<file path="src/rtl/alu_mul_sched.sv">
// Issue scheduler for a single-cycle ALU and a fixed-latency multiplier.
// Tracks the in-flight MUL and presents one result at a time downstream.
module alu_mul_sched #(
    parameter int MUL_LATENCY = 5,
    parameter int RD_WIDTH    = 5
) (
    input  logic                clock,
    input  logic                reset,
    input  logic                req_valid,
    input  logic                req_is_mul,
    input  logic [RD_WIDTH-1:0] req_rd,
    input  logic                dn_stall,
    output logic                req_ready,
    output logic                mul_start,
    output logic [3:0]          mul_count,
    output logic                res_valid,
    output logic                res_sel_mul,
    output logic [RD_WIDTH-1:0] res_rd,
    output logic                busy
);

    localparam logic [1:0] IDLE    = 2'd0;
    localparam logic [1:0] MUL_RUN = 2'd1;
    localparam logic [1:0] MUL_WB  = 2'd2;

    localparam logic [3:0] LAST_CNT = 4'(MUL_LATENCY - 1);
    localparam logic [3:0] FULL_CNT = 4'(MUL_LATENCY);

    logic [1:0]          state;
    logic [RD_WIDTH-1:0] rd_lat;
    logic                accept;

    assign req_ready = (state != MUL_RUN) & ~dn_stall;
    assign accept    = req_valid & req_ready;
    assign mul_start = accept & req_is_mul & reset;
    assign busy      = (state == MUL_RUN) | (state == MUL_WB);

    // A stall freezes every register; results and the counter only move when downstream takes
    always_ff @(posedge clock or negedge reset) begin
        if (!reset) begin
            state       <= IDLE;
            mul_count   <= 4'd0;
            res_valid   <= 1'b0;
            res_sel_mul <= 1'b0;
            res_rd      <= '0;
            rd_lat      <= '0;
        end else if (!dn_stall) begin
            unique case (state)
                MUL_RUN: begin
                    if (mul_count == LAST_CNT) begin
                        state       <= MUL_WB;
                        mul_count   <= FULL_CNT;
                        res_valid   <= 1'b1;
                        res_sel_mul <= 1'b1;
                        res_rd      <= rd_lat;
                    end else begin
                        mul_count <= mul_count + 4'd1;
                    end
                end
                default: begin
                    if (accept && req_is_mul) begin
                        state     <= MUL_RUN;
                        mul_count <= 4'd1;
                        res_valid <= 1'b0;
                        rd_lat    <= req_rd;
                    end else if (accept) begin
                        state       <= IDLE;
                        mul_count   <= 4'd0;
                        res_valid   <= 1'b1;
                        res_sel_mul <= 1'b0;
                        res_rd      <= req_rd;
                    end else begin
                        state     <= IDLE;
                        mul_count <= 4'd0;
                        res_valid <= 1'b0;
                    end
                end
            endcase
        end
    end

endmodule

</file>
<file path="config.mk">
export PLATFORM = sky130hd
export DESIGN_NAME = alu_mul_sched
export DESIGN_NICKNAME = d
export VERILOG_FILES = /design/src/rtl/alu_mul_sched.sv
export SDC_FILE = /design/constraint.sdc
export NUM_CORES = 1
export LEC_CHECK = 0
export ABC_AREA = 1
export BUFFER_PORTS_ARGS = -buffer_cell sky130_fd_sc_hd__buf_2
export CORE_MARGIN = 3
export CORE_UTILIZATION = 46
export CTS_CLUSTER_DIAMETER = 30
export DETAILED_ROUTE_END_ITERATION = 6
export GPL_ROUTABILITY_DRIVEN = 0
export PLACE_DENSITY = 0.79
export RECOVER_POWER = 100
export SYNTH_ARGS = -nofsm -noshare
export SYNTH_HDL_FRONTEND = slang
export SYNTH_SLANG_ARGS = --single-unit
</file>
<file path="constraint.sdc">
create_clock -name clock -period 1.25 [get_ports clock]
set_input_delay 0.125 -clock clock [delete_from_list [all_inputs] [get_ports clock]]
set_output_delay 0.125 -clock clock [all_outputs]
set_load 0.03 [all_outputs]
</file>
# Word level (Yosys, flattened, before mapping)
# Index checks and enable logic that the tools add are counted.
[word_totals]
elab_cells = 42
input_bits = 10
out_inout_bits = 14
ff_bits = 18
[classes]
bitwise_logic = 7
add_sub_neg = 1
n_reduce_logical = 5
n_eq_ne = 6
muxes = 17
[ops]
columns = ["operator", "n"]
rows = [
  ["two-way mux 5 bit", 4],
  ["two-way mux 1 bit", 9],
  ["two-way mux 4 bit", 2],
  ["adder 4 x 1 -> 4 bit (second input constant)", 1],
  ["bitwise AND 1 bit", 4],
  ["equality test 4 x 3 -> 1 bit (second input constant)", 1],
  ["two-way mux 2 bit", 2],
  ["!= test 2 x 1 -> 1 bit (second input constant)", 2],
  ["AND reduction 4 bit", 1],
  ["AND reduction 3 bit", 1],
  ["equality test 2 x 1 -> 1 bit (second input constant)", 1],
  ["equality test 2 bit (second input constant)", 1],
  ["!= test 2 bit (second input constant)", 1],
  ["inverter 1 bit", 2],
  ["AND reduction 2 bit", 1],
  ["nonzero test 2 bit", 1],
  ["logical AND 1 bit", 1],
  ["bitwise OR 1 bit", 1],
]

# Longest topological paths before layout
# Gate-level depths: netlist of run 1.
[logic_depth]
ltp_word = 6
depth_mapped = 8
depth_no_buf = 8

# Worst setup path before layout of run 1
# No wires, ideal clock.
[synth_timing]
kind = "reg2out"
startpoint = "register state[0]"
endpoint = "output port mul_start"
path_buffers = 1
t_arrival_ns = 1.445
path_slack_ns = -0.320
path_stages_with_launch = 6
path_cell_list = "dfrtp_1 > ha_1 > nor2_4 > nand3_4 > buf_6 > nor2_2"
[synth_via]
elab_chain_cells = 5
[synth_lines]
columns = ["element", "line", "text"]
rows = [
  ["start, declared", "29", "logic [1:0] state;"],
  ["start signal, assigned", "41", "state <= IDLE;"],
  ["start signal, assigned", "51", "state <= MUL_WB;"],
  ["start signal, assigned", "62", "state <= MUL_RUN;"],
  ["!= test 2 x 1 -> 1 bit", "33", "assign req_ready = (state != MUL_RUN) & ~dn_stall;"],
  ["bitwise AND 1 bit", "33", ""],
  ["named net req_ready", "13", "output logic req_ready,"],
  ["bitwise AND 1 bit", "34", "assign accept = req_valid & req_ready;"],
  ["bitwise AND 1 bit (2 in a row)", "35", "assign mul_start = accept & req_is_mul & reset;"],
  ["end, declared", "14", "output logic mul_start,"],
]
# The timed path passes the listed nets, and every way through them passes these cells.

# Worst setup path in the final report of run 1
[layout_timing]
startpoint = "register state[0]"
endpoint = "output port mul_start"
[layout_via]
elab_chain_cells = 5
[layout_lines]
columns = ["element", "line"]
rows = [
  ["!= test 2 x 1 -> 1 bit", "33"],
  ["bitwise AND 1 bit", "33"],
  ["bitwise AND 1 bit", "34"],
  ["bitwise AND 1 bit (2 in a row)", "35"],
]
# No other way between the ends.

==> results.md, run 1 <==
- Outcome: finished with violations
- Violations in the final reports: setup timing
- Max Cap Viol: 0
- Post-synth net total: 122
- Fill cells: 154
- TritonCTS clock tree: yes
- Commonest non-fill, non-tap cell in the layout: nand2_1
- Via count: 864
- Die width: 51.2 um
- Vias per inst: 4.94
- Multi-input gate area: 464 um^2
- Reg-to-reg endpoint: res_rd[1]
- Fin worst setup slack: -0.201 ns
- # diodes: 0
- DRT Pass-1 Iters: 7
- Max stage delay on crit path: 0.43 ns
- Crit start category: register
- Peak supply drop: 0.989 mV
- Clk_lat worst skew: 0.30 ns
- Fmax: 0.689 GHz
- Min Hold Slack: 0.0762 ns
- Sw Ratio: 36.3%
- WP data arrival: 1.33 ns
- Internal: 0.00110 W
- Synthesized cell area: 941 um^2
- Slew margin rel.: 70.1%
- Clock sink count: 18
- P_leak: 0.691 nW
- Gate Count Post-Synth: 109
- Largest net degree at the start of global routing: 19
- Register area share after synthesis: 47.9%
- Clock root buffer: clkbuf_4
- Mux cell area share after synthesis: 0%
- Fin. Hold Viols: 0
- Drt initial violations: 11
- Met3 Wirelength: 109 um
- Starting density of the core: 51.7%
- Remaining global-route overflow: 0
- P_sw: 0.000625 W
- Inst Count DP: 162
- Post-route DRC: 0
- Most frequent cells in the layout: nand2_1 (26), dfrtp_1 (16), buf_4 (13)
- Kind of critical path: reg -> out
- Synth Register Bits: 18
- Reg2reg path depth: 9
- Measured slew at the worst slew-check pin: 0.449 ns
- Worst Hold Depth: 3
- Metal-1 WL: 785 um
- Largest family of logic cells by synthesized area: simple AND/OR/NAND/NOR gates
- Fraction of layout cells with a size suffix above 1: 45.3%
- Die area: 2620 um^2
- Top sig layer: met4
- Clock share of power: 21.1%
- Clock skew: 0.00399 ns
- Final Critical Period: 1.45 ns
- Final Max Slew Viols: 0
- Synth Area in Compound Gates: 8.91%
- Post-Layout Cell Count: 175
- H-tree depth: 1
- Critical Path RT: 1.12 ns
- Clock Path Buffers: 2
- Tcrit/Tclk final: 116%
- Post-synthesis simple-gate area fraction: 31.3%
- CP Max Fanout: 2
- Initial antenna violation count: 0
- Detail Placement HPWL: 1510 um
- Reg power frac: 44.0%
- Pwr/cell area: 1320 nW/um^2
- Area delta synth->final: 38.4%
- WHS Endpoint: rd_lat[4]
- Synth Area in Adders: 3.99%
- WL/cell: 12.8 um
- Reg2Reg Launch Point: state[1]
- Total Wirelength: 2240 um
- CP Cell Sequence: ha_4 -> nor2_4 -> nand3_4 -> nor2_4 -> buf_6
- Yosys cell types: 19
- Number of global-route vias before repair: 829
- Crit-path slowest cell: dfrtp_1
- Core footprint: 1820 um^2
- Post-Synth XOR/XNOR Area: 0%
- Final setup vio count: 18
- CP endpoint kind: output pin
- Die H: 51.2 um
- Comb pwr share: 34.9%
- Number of I/O pins: 24
- RSZ-0062 raised after global routing: true
- I/O Buffers: 23
- Register area: 453 um^2
- ANT nets after route: 0
- GRT Total Usage: 19.2%
- Hold path start: req_rd[4]
- Most used cell, CP: nor2_4
- Avg Cell Area, Syn: 8.63 um^2
- Ys Warns: 0
- R2R setup slack: -0.14 ns
- Total Power: 0.00172 W
- WL met2: 1320 um
- First-pass GRT wire length: 3730 um
- Final net count: 164
- Worst Hold Class: in -> reg
- Site Rows: 15
- Worst-path clk slew: 0.10 ns
- Cts bufs inserted: 3
-- sequential cells by signal (all words and copies together), names as in the netlist --
| signal | count |
|---|---|
| mul_count | 4 |
| rd_lat | 5 |
| res_rd | 5 |
| res_sel_mul | 1 |
| res_valid | 1 |
| state | 2 |
-- worst max-delay path: cells and delay by family, from the launching register on --
family | cells | cell delay [ns]
flops | 1 | 0.43
simple gates | 3 | 0.29
fa+ha+maj | 1 | 0.19
buf+inv | 1 | 0.13
-- metrics by stage --
stage | cell area [um^2] | setup WS (ns) | TNS, ns | util, %
after floorplan | 965 | -0.223 | -0.928 | -
after global placement | 1160 | 0.0128 | 0 | 63.6
after detailed placement | 1160 | -0.0457 | -0.229 | 63.6
after CTS | 1260 | -0.211 | -1.39 | 69.2
after global routing | 1300 | -0.299 | -2.95 | 71.5
final | 1300 | -0.201 | -1.60 | 71.5
-- routing by layer --
metal  vias to the layer above  track usage, %
met5                         -               0
met4                         0            5.68
met3                         4            5.25
met2                        23            36.5
met1                       406            20.3
li1                        431               -
-- Yosys cell counts --
cell type / n / area share [%]
buf_6: 1 / 1.2
o21ai_0: 7 / 3.7
nand3_4: 2 / 3.7
nand2_4: 2 / 2.4
inv_2: 2 / 0.80
nor2_4: 1 / 1.2
o21ai_2: 5 / 4.7
nand3_1: 12 / 6.4
or2_2: 1 / 0.67
nor2_1: 1 / 0.40
ha_1: 3 / 4.0
dfrtp_1: 18 / 48
inv_1: 14 / 5.6
nand2_2: 2 / 1.3
nand2_1: 33 / 13
nor2_2: 2 / 1.3
a21oi_1: 1 / 0.53
clkbuf_1: 1 / 0.40
nand4_1: 1 / 0.67
-- worst max-delay path by stage --
stage,cells past startpoint,startpoint,end
final,5,state[0],mul_start
after global routing,5,state[0],mul_start
after CTS,5,state[0],mul_start
after detailed placement,7,state[0],res_rd[1]
after global placement,8,mul_count[1],res_rd[1]
after floorplan,5,state[0],mul_start
-- logic make-up (layout without fill, tap and decap cells) --
group,after synthesis,count (layout)
adders and majority gates,3,3
DFF,18,18
buffers and inverters,18,59
and+or+nand+nor,57,57
AOI/OAI and AO/OA,13,13
-- what timing repair did --
item                                    in CTS  in global routing
hold endpoints to repair                    18                  0
buffers inserted                             4                  4
gates cloned                                 0                  0
hold buffers                                 1                  0
pin swaps                                    5                  1
endpoints found under the setup margin      15                 21
resized for setup                            8                 13
-- power groups by stage --
stage | logic, W | registers (W) | clock network [W]
CTS | 0.000581 | 0.000748 | 0.000372
finish | 0.000601 | 0.000756 | 0.000363
global placement | 0.000529 | 0.000754 | 0
detailed placement | 0.000542 | 0.000759 | 0
floorplan | 0.000232 | 0.000876 | 0
global route | 0.000658 | 0.000768 | 0.000395
-- cell type report --
| type | instances | share of cell area, % |
|---|---|---|
| clock buffers | 4 | 2.79 |
| inverters | 16 | 4.61 |
| repair buffers | 39 | 19.8 |
| well taps | 25 | 2.40 |
| flip-flops and latches | 18 | 34.8 |
| multi-input cells | 73 | 35.6 |
Power figures use the tool's default switching activity.
==> inputs of run 2 (changes only) <==
CORE_UTILIZATION = 51   (was 46)
PLACE_DENSITY = 0.82   (was 0.79)
clock period = 1.4 ns   (was 1.25 ns; I/O delays follow)
==> run 2 against run 1 <==
  * First-iteration DRC count grew 9.1%
  * Sequential share of layout area is 3.3 points higher
  * Via count fell by 8.3%
  * Worst hold slack better by 0.021 ns
  * Combinational power decreased by 22%
  * Utilization up 2.1 points
  * Cell area decreased by 8.9%
  * Register-to-register slack gained 0.12 ns
  * The run still ends with setup timing left
  * Sequential power shrank 11%
  * Critical path depth unchanged
  * Flip-flop and latch count unchanged
  * Largest power group unchanged
==> results.md, run 2 (synthesized netlist as in run 1, its figures left out) <==
- Core footprint: 1610 um^2
- Violations in the final reports: setup timing
- Drt initial violations: 12
- Clock skew: 0.000852 ns
- Via count: 792
- Pwr/cell area: 1230 nW/um^2
- Register area: 452 um^2
- Most frequent cells in the layout: nand2_1 (32), dfrtp_1 (17), inv_1 (13)
- Cell area after layout: 1190 um^2
- Initial antenna violation count: 0
- Top sig layer: met4
- Kind of critical path: reg -> out
- Fmax: 0.668 GHz
- Measured slew at the worst slew-check pin: 1.01 ns
- Met3 Wirelength: 92 um
- Final net count: 156
- Final setup vio count: 6
- Fraction of layout cells with a size suffix above 1: 29.6%
- Commonest non-fill, non-tap cell in the layout: nand2_1
- Critical Path RT: 1.26 ns
- CP endpoint kind: output pin
- Total Wirelength: 2090 um
- # diodes: 0
- Die width: 49.0 um
- Core Util, Final: 73.6%
- Number of global-route vias before repair: 829
- Final Critical Period: 1.50 ns
- First-pass GRT wire length: 3660 um
- Reg2reg path depth: 8
- Final Max Slew Viols: 0
- Clock sink count: 18
- Cell Area, Placed: 1110 um^2
- Outcome: finished with violations
- WP data arrival: 1.36 ns
- WL/cell: 12.6 um
- Fin worst setup slack: -0.0972 ns
- Area delta synth->final: 26.1%
- Worst Hold Class: in -> reg
- Site Rows: 14
- Detail Placement HPWL: 1490 um
- Number of I/O pins: 24
- R2R setup slack: -0.02 ns
- Clk_lat worst skew: 0.29 ns
- Max Cap Viol: 0
- Metal-1 WL: 943 um
- P_leak: 0.631 nW
- Worst Hold Depth: 3
- Die H: 49.0 um
- RSZ-0062 raised after global routing: true
- Cts bufs inserted: 3
- Largest regs: rd_lat (5), res_rd (5), mul_count (4)
- I/O Buffers: 23
- Die area: 2400 um^2
- Fin. Hold Viols: 0
- Worst-path clk slew: 0.10 ns
- Clock Path Buffers: 2
- Crit start category: register
- Multi-input gate area: 438 um^2
- Fill cells: 135
- Vias per inst: 4.77
- Remaining global-route overflow: 0
- Peak supply drop: 0.913 mV
- ANT nets after route: 0
- GRT Total Usage: 19.4%
- H-tree depth: 1
- DRT Pass-1 Iters: 4
- TritonCTS clock tree: yes
- Post-route DRC: 0
- Starting density of the core: 58.4%
- Slew margin rel.: 32.4%
- Clock root buffer: clkbuf_4
- Tcrit/Tclk final: 107%
- Largest net degree at the start of global routing: 19
- CP Max Fanout: 3
- WL met2: 1040 um
-- run 2: path summary, 6_finish.rpt --
| kind | from | end |
|---|---|---|
| min in group asynchronous | reset | mul_count[3] |
| setup reg to reg | mul_count[0] | res_rd[1] |
| hold reg to reg | res_sel_mul | res_sel_mul |
| hold / removal | req_rd[2] | rd_lat[2] |
| max in group asynchronous | reset | mul_count[0] |
| setup / recovery | state[0] | mul_start |
-- run 2: where the power goes --
group / switching (W) / total (W) / internal [W]
combinational: 0.000308 / 0.000470 / 0.000163
sequential: 0.0000653 / 0.000676 / 0.000611
clock: 0.000156 / 0.000314 / 0.000158
total: 0.000529 / 0.00146 / 0.000932
-- run 2: layout make-up --
cell class	instances	area share [%]
inverter	16	5.06
timing repair buffer	31	14.3
tap	24	2.53
multi-input combinational	73	36.9
sequential	18	38.1
clock buffer	4	3.06
-- run 2: routing by layer --
metal  up-vias  track usage [%]
met4         0             8.53
li1        407                -
met2        15             32.4
met5         -                0
met1       368             24.2
met3         2             3.67
-- run 2: stage by stage --
stage	hold WS, ns	worst slack [ns]	std cells	power [W]	TNS [ns]
finish	0.0973	-0.0972	166	0.00146	-0.134
CTS	0.0894	-0.109	163	0.00146	-0.116
floorplan	-0.156	-0.0884	109	0.000987	-0.0884
global placement	0.121	0.116	157	0.00111	0
detailed placement	0.121	0.0434	157	0.00113	0
global route	0.0969	-0.162	166	0.00157	-1.75
-- run 2: worst max-delay path: stages, from the launching register on --
cell	delay, ns
dfrtp_1	0.43
ha_4	0.19
nor2_4	0.12
nand3_4	0.09
nor2_4	0.10
buf_6	0.13
-- run 2: repair_timing --
action	CTS	global route
hold endpoints to repair	18	0
gates resized for setup	2	8
setup buffers	1	3
setup endpoints to repair	2	11
pin swaps	4	4
hold buffers	1	0
==> inputs of run 3 (changes only) <==
REMOVE_ABC_BUFFERS = 1   (was default)
clock period = 1.5 ns   (was 1.4 ns; I/O delays follow)
==> run 3 against run 2 <==
  * The flow now finishes without violations
  * Critical path depth unchanged
  * Cell area is 1.3% lower
  * Sequential power fell by 7.0%
  * Non-clock buffer count up 1
==> results.md, run 3 (synthesized netlist as in run 1, its figures left out) <==
- Fill cells: 137
- Fin worst setup slack: 0.0288 ns
- Worst-path clk slew: 0.10 ns
- Site Rows: 14
- Final net count: 157
- Fraction of layout cells with a size suffix above 1: 26.8%
- Initial antenna violation count: 0
- Final Critical Period: 1.47 ns
- Fin. Hold Viols: 0
- DRT Pass-1 Iters: 4
- Hold path start: req_rd[2]
- # diodes: 0
- Tcrit/Tclk final: 98.1%
- Area delta synth->final: 24.5%
- First-pass GRT wire length: 3520 um
- Final setup vio count: 0
- Reg2Reg Launch Point: state[1]
- Critical Path RT: 1.35 ns
- Slew margin rel.: 35.9%
- Pre-CTS WS: 0.133 ns
- Reg-to-reg endpoint: res_rd[1]
- Cell Area, Placed: 1090 um^2
- Starting density of the core: 58.4%
- Remaining global-route overflow: 0
- RSZ-0062 raised after global routing: true
- Final Max Slew Viols: 0
- GRT Total Usage: 18.6%
- Core footprint: 1610 um^2
- Pwr/cell area: 1110 nW/um^2
- Reg power frac: 48.2%
- H-tree depth: 1
- Clock skew: 0.00557 ns
- WL/cell: 13.0 um
- Largest regs: rd_lat (5), res_rd (5), mul_count (4)
- Largest net degree at the start of global routing: 19
- Detail Placement HPWL: 1510 um
- Commonest non-fill, non-tap cell in the layout: nand2_1
- Internal: 0.000814 W
- Crit start category: register
- Worst Hold Depth: 3
- Die width: 49.0 um
- P_leak: 0.627 nW
- ANT nets after route: 0
- TritonCTS clock tree: yes
- WP data arrival: 1.32 ns
- Kind of critical path: reg -> out
- Number of global-route vias before repair: 798
- CP Max Fanout: 2
- R2R setup slack: 0.10 ns
- Measured slew at the worst slew-check pin: 0.961 ns
- Reg2reg path depth: 9
- Clock Path Buffers: 2
- WHS Endpoint: rd_lat[2]
- Clock sink count: 18
- Die area: 2400 um^2
- Clock share of power: 18.0%
- Sw Ratio: 37.5%
- CP endpoint kind: output pin
- Die H: 49.0 um
- Peak supply drop: 0.732 mV
- Clk_lat worst skew: 0.29 ns
- Outcome: completed
- Number of I/O pins: 24
- Clock root buffer: clkbuf_4
- Vias per inst: 4.99
- Via count: 829
- Worst Hold Class: in -> reg
- I/O Buffers: 23
- P_sw: 0.000489 W
- Cell area after layout: 1170 um^2
- Drt initial violations: 11
- Max Cap Viol: 0
- Fmax: 0.680 GHz
- Most frequent cells in the layout: nand2_1 (33), dfrtp_1 (18), inv_1 (15)
- Total Wirelength: 2160 um
- Post-route DRC: 0
- Cts bufs inserted: 3
- Comb pwr share: 33.7%
==> run 3: cell counts in the layout (fill, tap and decap cells not counted) <==
Identical to the previous run, type by type.
==> run 3: final cells by class <==
class | count | area (um^2) | area share (%)
Sequential cell | 18 | 450 | 38.5
Clock buffer | 3 | 22.5 | 1.92
Multi-Input combinational cell | 73 | 433 | 37.0
Tap cell | 24 | 30.0 | 2.56
Inverter | 16 | 60.1 | 5.13
Timing Repair Buffer | 32 | 175 | 15.0
==> run 3: worst max-delay path by stage <==
stage          startpoint  depth (start not counted)        end  slack [ns]
2_1_floorplan    state[0]                          4  mul_start       -0.19
3_3_place_gp     state[0]                          6  rd_lat[1]        0.19
3_5_place_dp     state[0]                          6  rd_lat[1]        0.13
4_1_cts          state[0]                          5  mul_start       0.006
5_1_grt          state[0]                          5  mul_start       -0.04
6_report         state[0]                          5  mul_start        0.03
==> run 3: power groups by stage <==
stage,clock (W),sequential (W),combinational [W]
floorplan,0,0.000727,0.000181
finish,0.000235,0.000629,0.000440
detailed placement,0,0.000634,0.000415
CTS,0.000241,0.000624,0.000441
global placement,0,0.000628,0.000401
global route,0.000258,0.000641,0.000481
==> run 3: stage by stage <==
| stage | hold WS [ns] | std cells | power [W] | setup TNS, ns | util [%] |
|---|---|---|---|---|---|
| global route | 0.124 | 166 | 0.00138 | -0.0559 | 72.7 |
| CTS | 0.106 | 165 | 0.00131 | 0 | 72.6 |
| finish | 0.112 | 166 | 0.00130 | 0 | 72.7 |
| global placement | 0.131 | 157 | 0.00103 | 0 | 67.9 |
| floorplan | -0.146 | 107 | 0.000908 | -0.189 | - |
| detailed placement | 0.138 | 157 | 0.00105 | 0 | 67.9 |
==> run 3: metal layers <==
| layer | routed length, um | up-vias | global-route usage [%] |
|---|---|---|---|
| li1 | - | 411 | - |
| met1 | 852 | 388 | 23.0 |
| met2 | 1140 | 24 | 30.8 |
| met3 | 123 | 6 | 5.50 |
| met4 | 48 | 0 | 6.64 |
| met5 | 0 | - | 0 |
==> run 3: worst max-delay path: stages (launching register included) <==
cell,delay (ns)
dfrtp_1,0.42
ha_4,0.19
nor2_4,0.11
nand3_4,0.09
nor2_4,0.09
buf_6,0.13
==> run 3: timing repair <==
action                     4_1_cts  5_1_grt
pin swaps                        1        2
hold endpoints to repair        18        0
setup endpoints to repair        2        4
hold buffers                     1        0
gates resized for setup          4        2
setup buffers                    4        1
